[config.mk]
export PLATFORM = sky130hd
export DESIGN_NAME = mips_muldiv_flat
export DESIGN_NICKNAME = d
export VERILOG_FILES = /design/src/rtl/mips_pkg.sv /design/src/rtl/mips_muldiv_if.sv /design/src/rtl/muldiv_negate.sv /design/src/rtl/mips_muldiv.sv /design/src/flat_wrapper.sv
export SDC_FILE = /design/constraint.sdc
export NUM_CORES = 1
export LEC_CHECK = 0
export CORE_MARGIN = 2
export CORE_UTILIZATION = 35
export CTS_CLUSTER_SIZE = 30
export DETAILED_ROUTE_END_ITERATION = 7
export HOLD_SLACK_MARGIN = 0.12
export PLACE_DENSITY = 0.64
export SLEW_MARGIN = 25
export SYNTH_ARGS = -nofsm -noshare
export SYNTH_HDL_FRONTEND = slang
export SYNTH_SLANG_ARGS = --single-unit
[constraint.sdc]
create_clock -name clk -period 3.45 [get_ports clk]
set_input_delay 0.69 -clock clk [delete_from_list [all_inputs] [get_ports clk]]
set_output_delay 0.69 -clock clk [all_outputs]
set_load 0.02 [all_outputs]
[src/rtl/mips_pkg.sv]
// Shared op codes and FSM states for the iterative multiply/divide unit.
// No timing of its own; the busy/done handshake lives in mips_muldiv.
package mips_pkg;

    localparam logic [2:0] OP_MULT  = 3'b000;
    localparam logic [2:0] OP_MULTU = 3'b001;
    localparam logic [2:0] OP_DIV   = 3'b010;
    localparam logic [2:0] OP_DIVU  = 3'b011;
    localparam logic [2:0] OP_MTHI  = 3'b100;
    localparam logic [2:0] OP_MTLO  = 3'b101;

    typedef enum logic [1:0] {
        S_IDLE = 2'd0,
        S_CALC = 2'd1,
        S_FIX  = 2'd2
    } state_e;

endpackage

[src/rtl/mips_muldiv_if.sv]
// Decode-stage request and HI/LO result bundle for mips_muldiv.
// Requests are accepted only while busy is low; done is a one-cycle pulse.
interface mips_muldiv_if #(
    parameter int WIDTH = 32
);
    logic             start;
    logic [2:0]       op;
    logic [WIDTH-1:0] a;
    logic [WIDTH-1:0] b;
    logic             flush;
    logic             busy;
    logic             done;
    logic [WIDTH-1:0] hi;
    logic [WIDTH-1:0] lo;

    modport master (
        output start, op, a, b, flush,
        input  busy, done, hi, lo
    );

    modport slave (
        input  start, op, a, b, flush,
        output busy, done, hi, lo
    );
endinterface

[src/rtl/muldiv_negate.sv]
// Conditional two's-complement negate, used for operand magnitudes and result sign fix.
// Purely combinational; no handshake.
module muldiv_negate #(
    parameter int WIDTH = 32
) (
    input  logic [WIDTH-1:0] in_i,
    input  logic             neg_i,
    output logic [WIDTH-1:0] out_o
);

    assign out_o = neg_i ? (~in_i + WIDTH'(1)) : in_i;

endmodule

[src/rtl/mips_muldiv.sv]
// Iterative radix-2 multiply / restoring divide with HI/LO; WIDTH+1 cycles busy, done pulse after.
// start is ignored while busy; flush squashes the operation in flight without touching HI/LO.
module mips_muldiv
    import mips_pkg::*;
#(
    parameter int WIDTH = 32
) (
    input  logic        clk,
    input  logic        reset,
    mips_muldiv_if.slave bus
);

    localparam int CNT_W = $clog2(WIDTH) + 1;
    localparam logic [CNT_W-1:0] CNT_LAST = CNT_W'(WIDTH - 1);

    state_e               state_q, state_d;
    logic [CNT_W-1:0]     cnt_q, cnt_d;
    logic [2*WIDTH-1:0]   acc_q, acc_d;
    logic [WIDTH-1:0]     opr_q, opr_d;
    logic                 is_mul_q, is_mul_d;
    logic                 negp_q, negp_d;
    logic                 negr_q, negr_d;
    logic                 divz_q, divz_d;
    logic [WIDTH-1:0]     hi_q, hi_d;
    logic [WIDTH-1:0]     lo_q, lo_d;
    logic                 done_q, done_d;

    logic                 sign_op;
    logic [WIDTH-1:0]     abs_a, abs_b;
    logic [2*WIDTH-1:0]   prod_fix;
    logic [WIDTH-1:0]     quo_fix, rem_fix;

    assign sign_op = (bus.op == OP_MULT) || (bus.op == OP_DIV);

    muldiv_negate #(.WIDTH(WIDTH)) u_abs_a (
        .in_i  (bus.a),
        .neg_i (sign_op & bus.a[WIDTH-1]),
        .out_o (abs_a)
    );

    muldiv_negate #(.WIDTH(WIDTH)) u_abs_b (
        .in_i  (bus.b),
        .neg_i (sign_op & bus.b[WIDTH-1]),
        .out_o (abs_b)
    );

    muldiv_negate #(.WIDTH(2*WIDTH)) u_fix_prod (
        .in_i  (acc_q),
        .neg_i (negp_q),
        .out_o (prod_fix)
    );

    // Division by zero keeps the all-ones quotient regardless of operand signs.
    muldiv_negate #(.WIDTH(WIDTH)) u_fix_quo (
        .in_i  (acc_q[WIDTH-1:0]),
        .neg_i (negp_q & ~divz_q),
        .out_o (quo_fix)
    );

    muldiv_negate #(.WIDTH(WIDTH)) u_fix_rem (
        .in_i  (acc_q[2*WIDTH-1:WIDTH]),
        .neg_i (negr_q),
        .out_o (rem_fix)
    );

    // Multiply: acc = {partial product, remaining multiplier bits}, shifted right each cycle.
    logic [WIDTH:0]       mul_sum;
    logic [2*WIDTH-1:0]   mul_next;
    assign mul_sum  = {1'b0, acc_q[2*WIDTH-1:WIDTH]} + {1'b0, (acc_q[0] ? opr_q : {WIDTH{1'b0}})};
    assign mul_next = {mul_sum, acc_q[WIDTH-1:1]};

    // Divide: acc = {remainder, dividend/quotient}; the extra bit of div_part holds the borrow.
    logic [WIDTH:0]       div_part, div_diff;
    logic                 qbit;
    logic [WIDTH-1:0]     rem_new;
    logic [2*WIDTH-1:0]   div_next;
    assign div_part = {acc_q[2*WIDTH-1:WIDTH], acc_q[WIDTH-1]};
    assign div_diff = div_part - {1'b0, opr_q};
    assign qbit     = ~div_diff[WIDTH];
    assign rem_new  = qbit ? div_diff[WIDTH-1:0] : div_part[WIDTH-1:0];
    assign div_next = {rem_new, acc_q[WIDTH-2:0], qbit};

    always_comb begin
        state_d  = state_q;
        cnt_d    = cnt_q;
        acc_d    = acc_q;
        opr_d    = opr_q;
        is_mul_d = is_mul_q;
        negp_d   = negp_q;
        negr_d   = negr_q;
        divz_d   = divz_q;
        hi_d     = hi_q;
        lo_d     = lo_q;
        done_d   = 1'b0;

        case (state_q)
            S_IDLE: begin
                if (bus.start && !bus.flush) begin
                    case (bus.op)
                        OP_MULT, OP_MULTU: begin
                            state_d  = S_CALC;
                            cnt_d    = '0;
                            acc_d    = {{WIDTH{1'b0}}, abs_b};
                            opr_d    = abs_a;
                            is_mul_d = 1'b1;
                            negp_d   = sign_op & (bus.a[WIDTH-1] ^ bus.b[WIDTH-1]);
                            negr_d   = sign_op & bus.a[WIDTH-1];
                            divz_d   = 1'b0;
                        end
                        OP_DIV, OP_DIVU: begin
                            state_d  = S_CALC;
                            cnt_d    = '0;
                            acc_d    = {{WIDTH{1'b0}}, abs_a};
                            opr_d    = abs_b;
                            is_mul_d = 1'b0;
                            negp_d   = sign_op & (bus.a[WIDTH-1] ^ bus.b[WIDTH-1]);
                            negr_d   = sign_op & bus.a[WIDTH-1];
                            divz_d   = (bus.b == '0);
                        end
                        OP_MTHI: begin
                            hi_d   = bus.a;
                            done_d = 1'b1;
                        end
                        OP_MTLO: begin
                            lo_d   = bus.a;
                            done_d = 1'b1;
                        end
                        default: ;
                    endcase
                end
            end
            S_CALC: begin
                if (bus.flush) begin
                    state_d = S_IDLE;
                end else begin
                    acc_d = is_mul_q ? mul_next : div_next;
                    cnt_d = cnt_q + CNT_W'(1);
                    if (cnt_q == CNT_LAST) begin
                        state_d = S_FIX;
                    end
                end
            end
            S_FIX: begin
                state_d = S_IDLE;
                if (!bus.flush) begin
                    done_d = 1'b1;
                    if (is_mul_q) begin
                        hi_d = prod_fix[2*WIDTH-1:WIDTH];
                        lo_d = prod_fix[WIDTH-1:0];
                    end else begin
                        hi_d = rem_fix;
                        lo_d = quo_fix;
                    end
                end
            end
            default: state_d = S_IDLE;
        endcase
    end

    always_ff @(posedge clk) begin
        if (!reset) begin
            state_q  <= S_IDLE;
            cnt_q    <= '0;
            acc_q    <= '0;
            opr_q    <= '0;
            is_mul_q <= 1'b0;
            negp_q   <= 1'b0;
            negr_q   <= 1'b0;
            divz_q   <= 1'b0;
            hi_q     <= '0;
            lo_q     <= '0;
            done_q   <= 1'b0;
        end else begin
            state_q  <= state_d;
            cnt_q    <= cnt_d;
            acc_q    <= acc_d;
            opr_q    <= opr_d;
            is_mul_q <= is_mul_d;
            negp_q   <= negp_d;
            negr_q   <= negr_d;
            divz_q   <= divz_d;
            hi_q     <= hi_d;
            lo_q     <= lo_d;
            done_q   <= done_d;
        end
    end

    assign bus.busy = (state_q != S_IDLE);
    assign bus.done = done_q;
    assign bus.hi   = hi_q;
    assign bus.lo   = lo_q;

endmodule

[src/flat_wrapper.sv]
// flat-port wrapper written by rule: the top's interface ports become plain ports
module mips_muldiv_flat import mips_pkg::*;
#(
    parameter int WIDTH = 32
)
  (clk, reset, bus_start, bus_op, bus_a, bus_b, bus_flush, bus_busy, bus_done, bus_hi, bus_lo);
  mips_muldiv_if #(.WIDTH(WIDTH)) bus_i ();
  input  logic clk;
  input  logic reset;
  input wire logic [$bits(bus_i.start)-1:0] bus_start;
  input wire logic [$bits(bus_i.op)-1:0] bus_op;
  input wire logic [$bits(bus_i.a)-1:0] bus_a;
  input wire logic [$bits(bus_i.b)-1:0] bus_b;
  input wire logic [$bits(bus_i.flush)-1:0] bus_flush;
  output wire logic [$bits(bus_i.busy)-1:0] bus_busy;
  output wire logic [$bits(bus_i.done)-1:0] bus_done;
  output wire logic [$bits(bus_i.hi)-1:0] bus_hi;
  output wire logic [$bits(bus_i.lo)-1:0] bus_lo;
  assign bus_i.start = bus_start;
  assign bus_i.op = bus_op;
  assign bus_i.a = bus_a;
  assign bus_i.b = bus_b;
  assign bus_i.flush = bus_flush;
  assign bus_busy = bus_i.busy;
  assign bus_done = bus_i.done;
  assign bus_hi = bus_i.hi;
  assign bus_lo = bus_i.lo;
  mips_muldiv #(.WIDTH(WIDTH)) u_core (.clk(clk), .reset(reset), .bus(bus_i));
endmodule
==> impl_results.md <==
* WP data required at 3.79 ns
* Post-Route Skew at about 0.011 ns
* CORE AREA at 0.04176 mm^2
* Die W at around 210 um
* Largest family of logic cells by synthesized area: compound AO/OA/AOI/OAI gates
* GPL Wtd Cong at about 1
* Worst Setup Slack, final at approximately 0.18 ns
* Syn nets at 2,161
* Mux share of post-synthesis cell area at 0.04007
* Setup_tns at 0 ns
* Top-count cell post-synth: nor2_1
* Max FO, Critical Path at 13
* Final setup fails at 0
* Root Driver: clkbuf_16
* Hold_buf cts at 0
* Fin. max-slew vios at 0
* Register bit count reported by yosys at 173
* Cell variety after synth at 78
* Yosys top cell area share at 0.2350
* Total wire length at approximately 59,000 um
* Maximum buffer depth of the clock tree at 2
* Critical path class: reg -> reg
* # port buffers at 136
* Post-layout util at 0.4390
* First-pass GRT wire length at around 91,000 um
* Cell Area, Synth at 0.01474 mm^2
* Number of fill cells at between 4k and 5k
* Fin nets at 2,370
* Most common library cells after synthesis: 212 x nor2_1, 207 x a21oi_1, 194 x nand2_1
* GRT Total Usage at 0.2670
* Worst vdd ir at between 300 and 400 uV
* Clk sink count at 173
* Simple-gate share of the synthesized area at 0.2267
* Io pins at 137
* Lkg Pwr at 7.426 nW
* Detail-routed via count per cell at 5.887
* Fmax at 305.5 MHz
* Clock latency on the worst-skew pair at 0.45 ns
* Die ar. at 0.04377 mm^2
* Initial antenna violation count at 2
* Synthesis-to-finish area growth at 24.39%
* Chip height at 209.2 um
* FF+latch area at 0.003465 mm^2
* Main area contributors after synthesis: dfxtp_1 23%, a21oi_1 7.0%, ha_1 5.9%
* H-tree levels at 4
* Number of synthesized flops with an enable pin at 0
* Synth Flop Type: dfxtp_1
* Reg clk slew, reported paths at 0.07 ns
* Post-Synthesis Cells at 2,019
* Setup crit end kind: register
* Pin count of the biggest net entering global routing at 74
* Starting Density at 0.3530
* CTS tree: done
* MaxCap Viol Count at 0
* Final HPWL DP at between 40,000 and 50,000 um
* Initial DRC Count at 1,780
* Post-synthesis adder-cell area fraction at 0.06129
* Core Rows at 75
* Async SR Flop Fraction at 0
* Overflow after GRT at 0
* Number of global-route vias before repair at 15.33k
* Min cycle time layout at approximately 3.3 ns
* Drt pass-1 iters at 6
* Routed wire per std cell at 21.39 um
* Pwr dens at ~310 mW/mm^2
* CTS Buf Count at 17
* Post-synthesis xor/xnor area fraction at 0.09924
* Share of cells above drive strength 1 at 0.1179
* Setup crit start kind: register
* Syn avg cell area at 7.300 um^2
* Multi-input logic area at 0.01059 mm^2
* Sequential element share of the synthesized area at 0.2350
* CP arrival at 3.61 ns
* Worst Hold Class: reg -> reg
* Synth warn at 0
* Vias at about 16k
* Fin crit share at 0.9487
* Yosys top cell by area: dfxtp_1
* Fin. Hold Viols at 0
* Drt drc at 0
* Rel. slew slack at 0.3660
* DP Worst Slack at -0.1082 ns
* Total power at 0.005680 W
* Post-DRT Antenna Nets at 0
* Worst Tran Pin Value at 0.9510 ns
* Outcome: finished clean
* Synth Area in Compound Gates at 0.2876
path summary, 6_finish.rpt:
check,from,cells past startpoint,endpoint,slack [ns]
worst min-delay path,u_core.bus.hi[9]$_SDFFE_PN0P_,2,u_core.bus.hi[9]$_SDFFE_PN0P_,0.46
worst min register to register,u_core.bus.hi[9]$_SDFFE_PN0P_,2,u_core.bus.hi[9]$_SDFFE_PN0P_,0.46
worst max register to register,u_core.opr_q[17]$_SDFFE_PN0P_,13,u_core.acc_q[40]$_SDFFE_PN0P_,0.18
worst max-delay path,u_core.opr_q[17]$_SDFFE_PN0P_,13,u_core.acc_q[40]$_SDFFE_PN0P_,0.18
state kept, by name, summed over array words and instances (netlist names):
register	flops
u_core.state_q	2
u_core.opr_q	32
u_core.cnt_q	6
u_core.bus.done	1
u_core.negp_q	1
u_core.negr_q	1
u_core.acc_q	64
u_core.divz_q	1
u_core.bus.lo	32
u_core.is_mul_q	1
u_core.bus.hi	32
layout by cell type (no fill, tap or decap), types with 18 or more instances in the layout:
master	Yosys	final
ha_1	69	69
nand3_1	71	71
nor2b_1	44	42
a21o_1	23	23
a211oi_1	38	37
inv_1	64	64
dfxtp_1	173	172
or3_1	20	20
nor2_1	212	212
a21oi_1	207	205
nor3_1	42	41
clkdlybuf4s50_1	0	135
nand2_1	194	193
xor2_1	74	74
o211ai_1	31	31
o21ai_0	138	136
buf_4	1	179
a31oi_1	19	19
o211a_1	18	18
a21boi_0	19	19
xnor2_1	93	92
o31ai_1	39	39
mux2i_1	50	50
through the flow:
step | cell area (um^2) | instances | hold slack [ns]
4_1_cts | 18290 | 2777 | 0.4639
3_3_place_gp | 17730 | 2746 | 0.4466
3_5_place_dp | 17730 | 2746 | 0.4534
6_report | 18330 | 2780 | 0.4589
2_1_floorplan | 14740 | 2019 | 0.4317
5_1_grt | 18330 | 2780 | 0.4850
power by group:
group / internal, W / switching [W]
clock: 0.00101 / 0.000944
sequential: 0.00205 / 0.0000599
combinational: 0.000670 / 0.000948
total: 0.00373 / 0.00195
layout make-up:
type | count | share of cell area
diodes | 1 | 0.0001365
clock buffers | 17 | 0.02320
clock inverters | 14 | 0.007302
inverters | 65 | 0.01331
multi-input cells | 1652 | 0.5778
flip-flops and latches | 173 | 0.1890
well taps | 539 | 0.03678
repair buffers | 319 | 0.1525
critical path, cell delays in order, from the launching register on:
cell and delay (ns):
dfxtp_1 0.38, inv_1 0.13, ha_1 0.48, a21oi_1 0.14, o211ai_1 0.28, a41oi_1 0.17, o31ai_1 0.36, nor3_1 0.09
buf_4 0.16, xnor2_4 0.21, buf_4 0.26, mux2i_1 0.21, mux2i_1 0.09, a22o_1 0.20
logic make-up (layout without fill, tap and decap cells):
kind of cell / Yosys count / in the layout
AO/OA/AOI/OAI: 660 / 660
XOR/XNOR: 167 / 167
adder cells (fa/ha/maj): 71 / 71
buffers and inverters: 194 / 415
flip-flops: 173 / 173
multiplexers: 58 / 58
other: 0 / 1
AND/OR/NAND/NOR: 696 / 696
what timing repair did:
item	CTS	global route
endpoints found under the setup margin	0	17
resized for setup	0	6
setup buffers	0	2
layer usage:
layer,vias up,share of wire,GRT usage
met3,118,0.080,0.04674
li1,7748,-,-
met1,7761,0.43,0.3598
met2,739,0.45,0.4303
met5,-,0,0
met4,0,0.037,0.09138
No activity file was read; power rests on OpenSTA's default activity.
